## src/rtl/mem_arbiter.sv

```systemverilog
// mem_arbiter: two-requester (fetch/data) arbiter onto one shared memory port with fetch starvation guard
`ifndef WORD_WIDTH
`define WORD_WIDTH 32
`endif
module mem_arbiter #(
  parameter int W = `WORD_WIDTH,
  parameter int STARVE_MAX = 4
) (
  input  logic         clk,
  input  logic         rst,
  input  logic         if_req,
  input  logic [W-1:0] if_addr,
  output logic [W-1:0] if_rdata,
  output logic         if_ack,
  input  logic         d_load_req,
  input  logic         d_store_req,
  input  logic [W-1:0] d_addr,
  input  logic [W-1:0] d_wdata,
  output logic [W-1:0] d_rdata,
  output logic         d_ack,
  output logic         load_en,
  output logic         store_en,
  output logic [W-1:0] m_addr,
  output logic [W-1:0] m_wdata,
  input  logic [W-1:0] m_rdata,
  input  logic         m_ready,
  output logic         busy
);
  typedef enum logic [1:0] {IDLE, GRANT_IF, GRANT_D, ACK} state_t;
  state_t state, state_next;
  logic [3:0] starve_cnt;
  logic ack_d;
  logic d_win;
  logic granted;
  always_ff @(posedge clk)
    if (rst) state <= IDLE;
    else state <= state_next;
  always_comb begin
    state_next = state;
    d_win = (d_load_req | d_store_req) & ~(if_req & (starve_cnt == 4'(STARVE_MAX)));
    granted = (state == GRANT_IF || state == GRANT_D) && m_ready;
    case (state)
      IDLE:     state_next = d_win ? GRANT_D : (if_req ? GRANT_IF : IDLE);
      GRANT_IF: state_next = m_ready ? ACK : GRANT_IF;
      GRANT_D:  state_next = m_ready ? ACK : GRANT_D;
      default:  state_next = IDLE;
    endcase
  end
  assign busy   = state != IDLE;
  assign if_ack = state == ACK && !ack_d;
  assign d_ack  = state == ACK && ack_d;
  always_ff @(posedge clk) begin
    if (rst) begin
      load_en    <= 1'b0;
      store_en   <= 1'b0;
      m_addr     <= '0;
      m_wdata    <= '0;
      if_rdata   <= '0;
      d_rdata    <= '0;
      starve_cnt <= '0;
      ack_d      <= 1'b0;
    end else begin
      if (state == IDLE) begin
        if (d_win) begin
          store_en   <= d_store_req;
          load_en    <= ~d_store_req;
          m_addr     <= d_addr;
          m_wdata    <= d_store_req ? d_wdata : '0;
          starve_cnt <= !if_req ? 4'd0 : (starve_cnt == 4'(STARVE_MAX) ? starve_cnt : starve_cnt + 4'd1);
        end else if (if_req) begin
          load_en    <= 1'b1;
          store_en   <= 1'b0;
          m_addr     <= if_addr;
          m_wdata    <= '0;
          starve_cnt <= '0;
        end else begin
          starve_cnt <= '0;
        end
      end
      if (granted) begin
        load_en  <= 1'b0;
        store_en <= 1'b0;
        ack_d    <= state == GRANT_D;
        if (state == GRANT_IF) if_rdata <= m_rdata;
        else d_rdata <= store_en ? '0 : m_rdata;
      end
    end
  end
endmodule

```

## config.mk

```make
export PLATFORM = sky130hd
export DESIGN_NAME = mem_arbiter
export DESIGN_NICKNAME = d
export VERILOG_FILES = /design/src/rtl/mem_arbiter.sv
export SDC_FILE = /design/constraint.sdc
export NUM_CORES = 1
export LEC_CHECK = 0
export CORE_MARGIN = 1
export CORE_UTILIZATION = 30
export CTS_CLUSTER_DIAMETER = 200
export CTS_CLUSTER_SIZE = 14
export DETAILED_ROUTE_END_ITERATION = 10
export PLACE_DENSITY = 0.65
export SLEW_MARGIN = 20
export SYNTH_ARGS = -nofsm -noshare
export SYNTH_HDL_FRONTEND = slang
export SYNTH_SLANG_ARGS = --single-unit
```

## constraint.sdc

```tcl
create_clock -name clk -period 1.6 [get_ports clk]
set_input_delay 0.48 -clock clk [delete_from_list [all_inputs] [get_ports clk]]
set_output_delay 0.48 -clock clk [all_outputs]
set_load 0.05 [all_outputs]
```

==> reports/qor.yml, run 1 <==
route.detailed.drc: 0
cp-startpoint: "state[0]$_SDFF_PP0_"
synth_seq_cells: 137
dp.cells: 1072
fin_setup_tns_ns: -4.39
max-cap-violations: 0
initial_utilization_pct: 30.8
cts_max_level: 4
overflow: 0
io_buffers: 266
slowest_stage: "dfxtp_2"
drive_gt1_share_pct: 27.8
insertion_delay_ns: 0.42
crit_path_cell_trace: "buf_6 > ha_4 > and2_4 > buf_12"
antenna_cells: 0
synth_area_leaders: "dfxtp_1 (51%), nand2_1 (7.2%), a21oi_1 (6.6%), a22o_1 (5.2%), a311oi_1 (5.2%)"
grtUsageTotal_pct: 19.2
antenna_found_initial: 0
cts_buffer_depth: 2
fin_crit_ns: 1.79
holdCritPathClass: "in2reg"
fmax_ghz: 0.558
fillers: 1383
worst_pin_slew_ns: 0.444
synth_ff_type: "dfxtp_1"
die_h_um: 136
detail_route.first_pass.iterations: 4
yosysMostFrequentCell: "dfxtp_1"
num_rows: 48
final_area_um2: 10800
routed_wl_mm: 19.0
violations: "negative setup slack"
period_share_pct: 112
arrival_ns: 1.31
setup.worst_path.class: "reg2out"
ys_seq_area_share_pct: 51.2
yosysTopAreaCell: "dfxtp_1"
p_per_area_nw_per_um2: 1160
power_leakage_nw: 4.06
place.gp.congestion: 0.777
synthDistinctLibCells: 33
cts_buffers: 17
utilization_pct: 62.1
ctsRootBufferMaster: "clkbuf_16"
finalSetupViolCount: 35
synth_edf_count: 0
fp.coreArea_um2: 17400
grt_max_degree: 62
ys_warn_count: 0
ir_drop_v: 0.000804
area_delta_synth_final_pct: 101
max-slew-margin-rel_pct: 70.4
cts_tree: "done"
wl_per_cell_um: 16.9
multiInputGateArea_um2: 2420
die_w_um: 136
place_area_um2: 9760
dp_hpwl_mm: 12.6
hold_violations: 0
clk_pin_slew_worst_paths_ns: 0.06
grt_pass1_vias: 5215
rsz0062_at_grt: "yes"
maxSlewViolCount: 0
drt_iter0_markers: 250
synth_nets: 747
fin_worst_skew_ns: 0.00900
cp-end-kind: "output port"
grt_first_pass_wirelength_mm: 27.4
numClockSinks: 137
final_cells: 1122
die_area_um2: 18400
hold_start: "rst"
syn_inst: 606
syn_area_um2: 5350
final_nets: 1025
synthTopCellsByCount: "dfxtp_1 (137), nand2_1 (103), a21oi_1 (71)"
synth_top_area_share_pct: 51.2
worst_slack_ns: -0.191
avgSynthCellArea_um2: 8.83
worstSetupStartpointType: "flop"
path_max_fanout: 2
cts_hold_buf: 0
cp.required_ns: 1.12
regArea_um2: 2750
viasPerCell: 4.94
critPathMaxStageDelay_ns: 0.33
num_io_pins: 267
dr_total_vias: 5544
pre_cts_slack_ns: -0.420
rrSetupSlack_ns: -0.15
rr_startpoint: "state[0]$_SDFF_PP0_"
outcome: "complete, but fails checks"
final_antenna_net_count: 0
async_flop_share_pct: 0
-- layout make-up --
class / instances / share of cell area, %
Timing Repair Buffer: 318 / 43.6
Multi-Input combinational cell: 405 / 22.5
Clock inverter: 13 / 1.35
Sequential cell: 137 / 25.5
Clock buffer: 19 / 4.20
Tap cell: 225 / 2.61
Inverter: 5 / 0.221
-- metal layers --
layer | track usage [%] | vias to the layer above | routed length (µm)
met3 | 6.85 | 18 | 1580
met5 | 0 | - | 0
met4 | 6.49 | 0 | 260
li1 | - | 2718 | -
met1 | 22.6 | 2588 | 7710
met2 | 32.2 | 220 | 9460
-- worst paths after layout --
check	endpoint	cells past startpoint
worst min-delay path	starve_cnt[0]$_SDFFE_PP0P_	2
worst max register to register	d_rdata[21]$_SDFFE_PP0P_	8
worst max-delay path	d_ack	4
worst min register to register	d_rdata[20]$_SDFFE_PP0P_	2
-- stage by stage --
| step | hold WS [ns] | total power (W) |
|---|---|---|
| after floorplan | 0.456 | 0.00605 |
| after global placement | 0.468 | 0.00828 |
| after detailed placement | 0.481 | 0.00832 |
| after CTS | 0.313 | 0.0124 |
| after global routing | 0.349 | 0.0129 |
| final | 0.339 | 0.0125 |
-- what timing repair did --
item                       4_1_cts  5_1_grt
pin swaps                        1       51
setup buffers                    2        6
cloned                           0       10
resized for setup               14       21
setup endpoints to repair       67       89
-- flip-flops by register name, indices dropped and copies added (netlist names) --
signal and cells:
store_en 1, load_en 1, d_rdata 32, m_wdata 32
state 2, ack_d 1, starve_cnt 4, if_rdata 32
m_addr 32
-- cell usage in the layout, fill, tap and decap left out, types with 3 or more instances in the layout --
master	n
dfxtp_2	4
a311oi_1	32
buf_6	5
buf_12	145
nor2_1	32
dfxtp_1	133
inv_2	3
nand2_1	103
buf_4	27
nand3_1	35
nand4_1	4
ha_1	3
nand3b_1	34
a22o_1	32
a21oi_2	8
clkbuf_16	25
a21oi_1	63
clkinvlp_4	5
o21ai_1	4
ha_4	3
nand4b_1	3
o21ai_0	29
clkdlybuf4s50_1	130
-- logic make-up (layout without fill, tap and decap cells) --
group                    Yosys count  count (layout)  synth area share (%)
adder cells (fa/ha/maj)            7               7                  1.64
AND/OR/NAND/NOR                  221             221                  20.1
flip-flops                       137             137                  51.2
buffers and inverters             64             355                  5.66
AO/OA/AOI/OAI                    177             177                  21.4
-- report_power, final --
group          leakage (nW)  total [W]  switching (W)  internal [W]
clock network         0.280    0.00398        0.00159       0.00239
registers              1.12    0.00412       0.000358       0.00376
logic                  2.66    0.00437        0.00220       0.00217
total                  4.06     0.0125        0.00415       0.00832
-- critical path: cells and delay by family (launching register included) --
family	cells	cell delay [ns]
flops	1	0.33
simple gates	1	0.16
fa+ha+maj	1	0.15
buf+inv	2	0.26
(Power assumes the default switching activity.)
==> inputs of run 2 (changes only) <==
ABC_AREA = 1   (was unset)
PLACE_DENSITY = unset   (was 0.65)
PLACE_DENSITY_LB_ADDON = 0.3   (was unset)
==> reports/qor.yml, run 2 <==
outcome: "complete, but fails checks"
violations: "negative setup slack"
period_share_pct: 109  # -2.8 points
yosysTopAreaCell: "dfxtp_1"
overflow: 0  # unchanged
synth_ff_type: "dfxtp_1"
grt_first_pass_wirelength_mm: 31.5  # +15%
async_flop_share_pct: 0  # unchanged
clk_pin_slew_worst_paths_ns: 0.06  # about the same
num_io_pins: 267  # unchanged
grt_max_degree: 62  # unchanged
area_delta_synth_final_pct: 88.6
syn_area_um2: 5800  # +8.3%
place.gp.congestion: 0.855  # +10%
drt_iter0_markers: 254  # +1.6%
p_seq_share_pct: 33.9  # +0.9 points
numClockSinks: 137  # unchanged
synth_seq_cells: 137  # unchanged
synthDistinctLibCells: 23  # -30%
synth_edf_count: 0  # unchanged
finalSetupViolCount: 3  # -91%
final_cells: 1324  # +18%
ys_seq_area_share_pct: 47.3  # -3.9 points
fin_crit_ns: 1.75  # -0.0449 ns
ir_drop_v: 0.000768  # -4.4%
p_clk_share_pct: 31.3  # -0.6 points
grtUsageTotal_pct: 20.3  # +1.0 points
power_frac_comb_pct: 34.8  # -0.2 points
synth_area_leaders: "dfxtp_1 (47%), a21oi_1 (12%), nand2_1 (11%), nand3_1 (11%), inv_1 (5.0%)"
synth_top_area_share_pct: 47.3  # -3.9 points
grt_pass1_vias: 5979  # +15%
hold_violations: 0  # unchanged
cts_tree: "done"
p_sw_w: 0.00401  # -3.4%
worst_slack_ns: -0.146  # +0.0449 ns
layout_commonest_cell: "nand2_1"
fp.coreArea_um2: 18800  # +8.5%
worst_pin_slew_ns: 0.384  # -0.0601 ns
io_buffers: 266  # unchanged
route.detailed.drc: 0  # unchanged
power_leakage_nw: 4.40  # +8.3%
fin_worst_skew_ns: 0.00878  # -0.000220 ns
setup.worst_path.class: "reg2out"
cts_max_level: 4  # unchanged
avgSynthCellArea_um2: 7.38  # -16%
synthTopCellsByCount: "nand2_1 (177), dfxtp_1 (137), a21oi_1 (136)"
max-slew-margin-rel_pct: 74.4  # +4.0 points
die_h_um: 141  # +4.0%
insertion_delay_ns: 0.42  # about the same
dp.cells: 1287  # +20%
initial_utilization_pct: 30.8  # -0.042 points
syn_inst: 786  # +30%
ys_warn_count: 0  # unchanged
p_sw_share_pct: 34.0  # +0.68 points
cts_buffers: 17  # unchanged
cts_hold_buf: 0  # unchanged
detail_route.first_pass.iterations: 4  # unchanged
routed_wl_mm: 20.1  # +5.9%
worstSetupStartpointType: "flop"
final_antenna_net_count: 0  # unchanged
viasPerCell: 4.72  # -4.4%
cp-end-kind: "output port"
dp_hpwl_mm: 13.9  # +10%
holdCritPathClass: "in2reg"
final_nets: 1192  # +16%
die_w_um: 141  # +4.0%
antenna_cells: 0  # unchanged
wl_per_cell_um: 15.2  # -10%
ctsRootBufferMaster: "clkbuf_16"
num_rows: 50  # +4.2%
p_int_w: 0.00780  # -6.3%
synth_nets: 927  # +24%
rsz0062_at_grt: "yes"
dr_total_vias: 6251  # +13%
antenna_found_initial: 0  # unchanged
cp.required_ns: 1.12  # about the same
cts_buffer_depth: 2  # unchanged
arrival_ns: 1.27  # -0.04 ns
most-common-layout-cells: "nand2_1 (175), buf_12 (145), a21oi_1 (136)"
yosysMostFrequentCell: "nand2_1"
die_area_um2: 19900  # +8.2%
max-cap-violations: 0  # unchanged
hold_slack_ns: 0.435  # +0.0957 ns
fmax_ghz: 0.573  # +2.6%
drive_gt1_share_pct: 21.6  # -6.1 points
path_max_fanout: 2  # unchanged
maxSlewViolCount: 0  # unchanged
p_per_area_nw_per_um2: 1080  # -6.7%
fin_setup_tns_ns: -0.402  # +3.99 ns
run 2: cell types whose count changed in the layout (fill, tap and decap cells not counted), moves of 34 or more:
cell / previous run / this run
a21oi_1: 63 / 136
nand3b_1: 34 / 0
nand3_1: 35 / 130
inv_1: 1 / 75
nand2_1: 103 / 175
run 2: metrics by stage:
step                      total power, W  utilization [%]  setup WS (ns)  cell area, µm²
after global routing              0.0123             58.1         -0.206           10900
after CTS                         0.0119             57.7         -0.197           10900
after detailed placement         0.00807             54.3         -0.348           10200
after global placement           0.00804             54.3         -0.301           10200
final                             0.0118             58.1         -0.146           10900
after floorplan                  0.00594                -         0.0454            5800
run 2: path summary, 6_finish.rpt:
check                                  from                         to  slack, ns  cells past startpoint
hold / removal                          rst   d_rdata[29]$_SDFFE_PP0P_       0.43                      2
setup / recovery        state[0]$_SDFF_PP0_                     if_ack      -0.15                      5
setup reg to reg        state[0]$_SDFF_PP0_    m_addr[25]$_SDFFE_PP0P_       0.02                      9
hold reg to reg   if_rdata[24]$_SDFFE_PP0P_  if_rdata[24]$_SDFFE_PP0P_       0.50                      2
run 2: worst max-delay path, cell delays in order (launching register included):
cell and delay [ns]:
dfxtp_2 0.34, buf_6 0.10, ha_4 0.13, inv_2 0.04, nor2_4 0.10, buf_12 0.14
run 2: repair_timing:
| action | in CTS | in global routing |
|---|---|---|
| resized for setup | 13 | 12 |
| endpoints found under the setup margin | 3 | 97 |
| setup buffers | 3 | 1 |
| pin swaps | 2 | 3 |
| gates cloned | 0 | 1 |
run 2: layout make-up:
class	count	area, µm²
Clock buffer	19	433
Clock inverter	13	123
Fill cell	1637	7900
Inverter	82	313
Multi-Input combinational cell	503	2470
Sequential cell	137	2750
Tap cell	260	325
Timing Repair Buffer	310	4520
run 2: routing by layer:
layer  GRT usage (%)  vias up  part of all wire [%]
li1                -     3114                     -
met1            23.5     2891                    40
met2            32.8      227                    47
met3            9.85       19                    11
met4            6.41        0                   1.3
met5               0        -                     0
run 2: kinds of logic (layout without fill, tap and decap cells):
kind of cell | after synthesis | count (layout) | share of synthesized area (%)
compound gates | 140 | 140 | 12.3
flops | 137 | 137 | 47.3
buf+inv | 146 | 424 | 11.0
fa+ha+maj | 7 | 7 | 1.51
simple gates | 355 | 355 | 27.7
xor+xnor | 1 | 1 | 0.151
run 2: power by group through the flow:
stage               logic [W]  clock network, W  registers (W)
CTS                   0.00406           0.00382        0.00400
global placement      0.00398                 0        0.00406
floorplan             0.00108                 0        0.00485
global route          0.00435           0.00396        0.00403
finish                0.00411           0.00370        0.00400
detailed placement    0.00400                 0        0.00407
==> inputs of run 3 (changes only) <==
==> constraint.sdc (replaced) <==
create_clock -name clk -period 1.6 [get_ports clk]
set_input_delay 0.48 -clock clk [delete_from_list [all_inputs] [get_ports clk]]
set_output_delay 0.48 -clock clk [all_outputs]
set_load 0.02 [all_outputs]
==> reports/qor.yml, run 3 (same netlist as run 2, synthesis figures left out) <==
most-common-layout-cells: "nand2_1 (155), dfxtp_1 (135), clkdlybuf4s50_1 (130)"
rrSetupSlack_ns: -0.03  # -0.05 ns
setup.worst_path.class: "reg2out"
period_share_pct: 106  # -3.0 points
num_io_pins: 267  # unchanged
cts_hold_buf: 0  # unchanged
r2r_end: "m_wdata[18]$_SDFFE_PP0P_"
violations: "negative setup slack"
worst_slack_ns: -0.0991  # +0.0473 ns
power_leakage_nw: 4.20  # -4.6%
final_area_um2: 9980  # -8.8%
numClockSinks: 137  # unchanged
viasPerCell: 4.75  # +0.62%
worst_pin_slew_ns: 0.377  # -0.00711 ns
grt_first_pass_wirelength_mm: 31.1  # -1.2%
wl_per_cell_um: 15.5  # +1.8%
fin_worst_skew_ns: 0.00807  # -0.000713 ns
antenna_cells: 0  # unchanged
hold_start: "rst"
initial_utilization_pct: 30.8  # unchanged
max-cap-violations: 0  # unchanged
layout_commonest_cell: "nand2_1"
rr_startpoint: "state[0]$_SDFF_PP0_"
cts_buffer_depth: 2  # unchanged
cts_tree: "done"
place.gp.congestion: 0.854  # -0.14%
whs_path_depth: 2  # unchanged
dr_total_vias: 6366  # +1.8%
grt_max_degree: 62  # unchanged
io_buffers: 266  # unchanged
grt_pass1_vias: 6036  # +0.95%
cp-startpoint: "state[0]$_SDFF_PP0_"
routed_wl_mm: 20.7  # +3.0%
fin_crit_ns: 1.70  # -0.0473 ns
drive_gt1_share_pct: 20.0  # -1.6 points
hold_violations: 0  # unchanged
holdCritPathClass: "in2reg"
fillers: 1784  # +9.0%
die_w_um: 141  # unchanged
cp-end-kind: "output port"
hold_slack_ns: 0.309  # -0.126 ns
fmax_ghz: 0.589  # +2.8%
r2r.worst_path.cells: 11  # +2
critPathMaxStageDelay_ns: 0.38  # +0.04 ns
crit_path_cell_trace: "ha_4 > inv_2 > nor2_2 > buf_6"
fp.coreArea_um2: 18800  # unchanged
worstSetupStartpointType: "flop"
die_h_um: 141  # unchanged
slowest_stage: "dfxtp_4"
rsz0062_at_grt: "yes"
final_antenna_net_count: 0  # unchanged
overflow: 0  # unchanged
insertion_delay_ns: 0.42  # about the same
route.detailed.drc: 0  # unchanged
area_delta_synth_final_pct: 72.1
crit_buf_inv: 2  # -1
antenna_found_initial: 0  # unchanged
grtUsageTotal_pct: 19.8  # -0.52 points
drt_iter0_markers: 301  # +19%
cts_max_level: 4  # unchanged
ctsRootBufferMaster: "clkbuf_16"
maxSlewViolCount: 0  # unchanged
cts_buffers: 17  # unchanged
final_nets: 1208  # +1.3%
crit_family: "flip-flops"
num_rows: 50  # unchanged
outcome: "complete, but fails checks"
path_max_fanout: 3  # +1
ir_drop_v: 0.000758  # -1.4%
holdPathEnd: "ack_d$_SDFFE_PP0P_"
arrival_ns: 1.22  # -0.05 ns
dp_hpwl_mm: 13.2  # -5.1%
cp.required_ns: 1.12  # about the same
max-slew-margin-rel_pct: 74.9  # +0.47 points
p_per_area_nw_per_um2: 1120  # +4.2%
clk_pin_slew_worst_paths_ns: 0.06  # about the same
die_area_um2: 19900  # unchanged
detail_route.first_pass.iterations: 4  # unchanged
finalSetupViolCount: 24  # +21
place_area_um2: 9000  # -12%
==> run 3: where the power goes <==
part           switching [W]  internal [W]
combinational        0.00170       0.00151
sequential          0.000161       0.00370
clock                0.00166       0.00249
==> run 3: how the worst max path moves through the flow <==
stage | cells after the start | slack, ns | end
after floorplan | 8 | 0.07 | if_rdata[21]$_SDFFE_PP0P_
final | 4 | -0.1 | if_ack
after CTS | 4 | -0.12 | busy
after global routing | 4 | -0.17 | if_ack
after detailed placement | 7 | -0.39 | store_en$_SDFFE_PP0P_
after global placement | 7 | -0.41 | store_en$_SDFFE_PP0P_
==> run 3: what timing repair did <==
action	4_1_cts	5_1_grt
gates cloned	2	10
gates resized for setup	199	196
pin swaps	6	48
endpoints found under the setup margin	226	240
setup buffers	3	2
==> run 3: area by class of cell <==
cell class	instances	area [µm²]	share of cell area (%)
tap	260	325	3.26
clock inverter	15	190	1.91
clock buffer	17	425	4.26
multi-input combinational	503	2650	26.5
timing repair buffer	326	3330	33.4
inverter	82	310	3.11
sequential	137	2750	27.6
==> run 3: per-layer routing <==
layer / wire, µm / vias to the layer above / track usage, % / part of all wire [%]
met1: 8680 / 2937 / 24.1 / 42
li1: - / 3157 / - / -
met2: 9810 / 248 / 32.3 / 47
met3: 1910 / 24 / 7.00 / 9.2
met4: 345 / 0 / 6.64 / 1.7
met5: 0 / - / 0 / 0
==> run 3: metrics by stage <==
stage / setup WS, ns / total power, W / util [%] / std cells / TNS [ns]
floorplan: 0.0700 / 0.00531 / - / 786 / 0
global placement: -0.406 / 0.00667 / 47.8 / 1292 / -35.88
detailed placement: -0.388 / 0.00668 / 47.8 / 1292 / -38.07
CTS: -0.118 / 0.0108 / 51.1 / 1329 / -3.77
global route: -0.168 / 0.0117 / 53.0 / 1340 / -4.95
finish: -0.0991 / 0.0112 / 53.0 / 1340 / -0.395
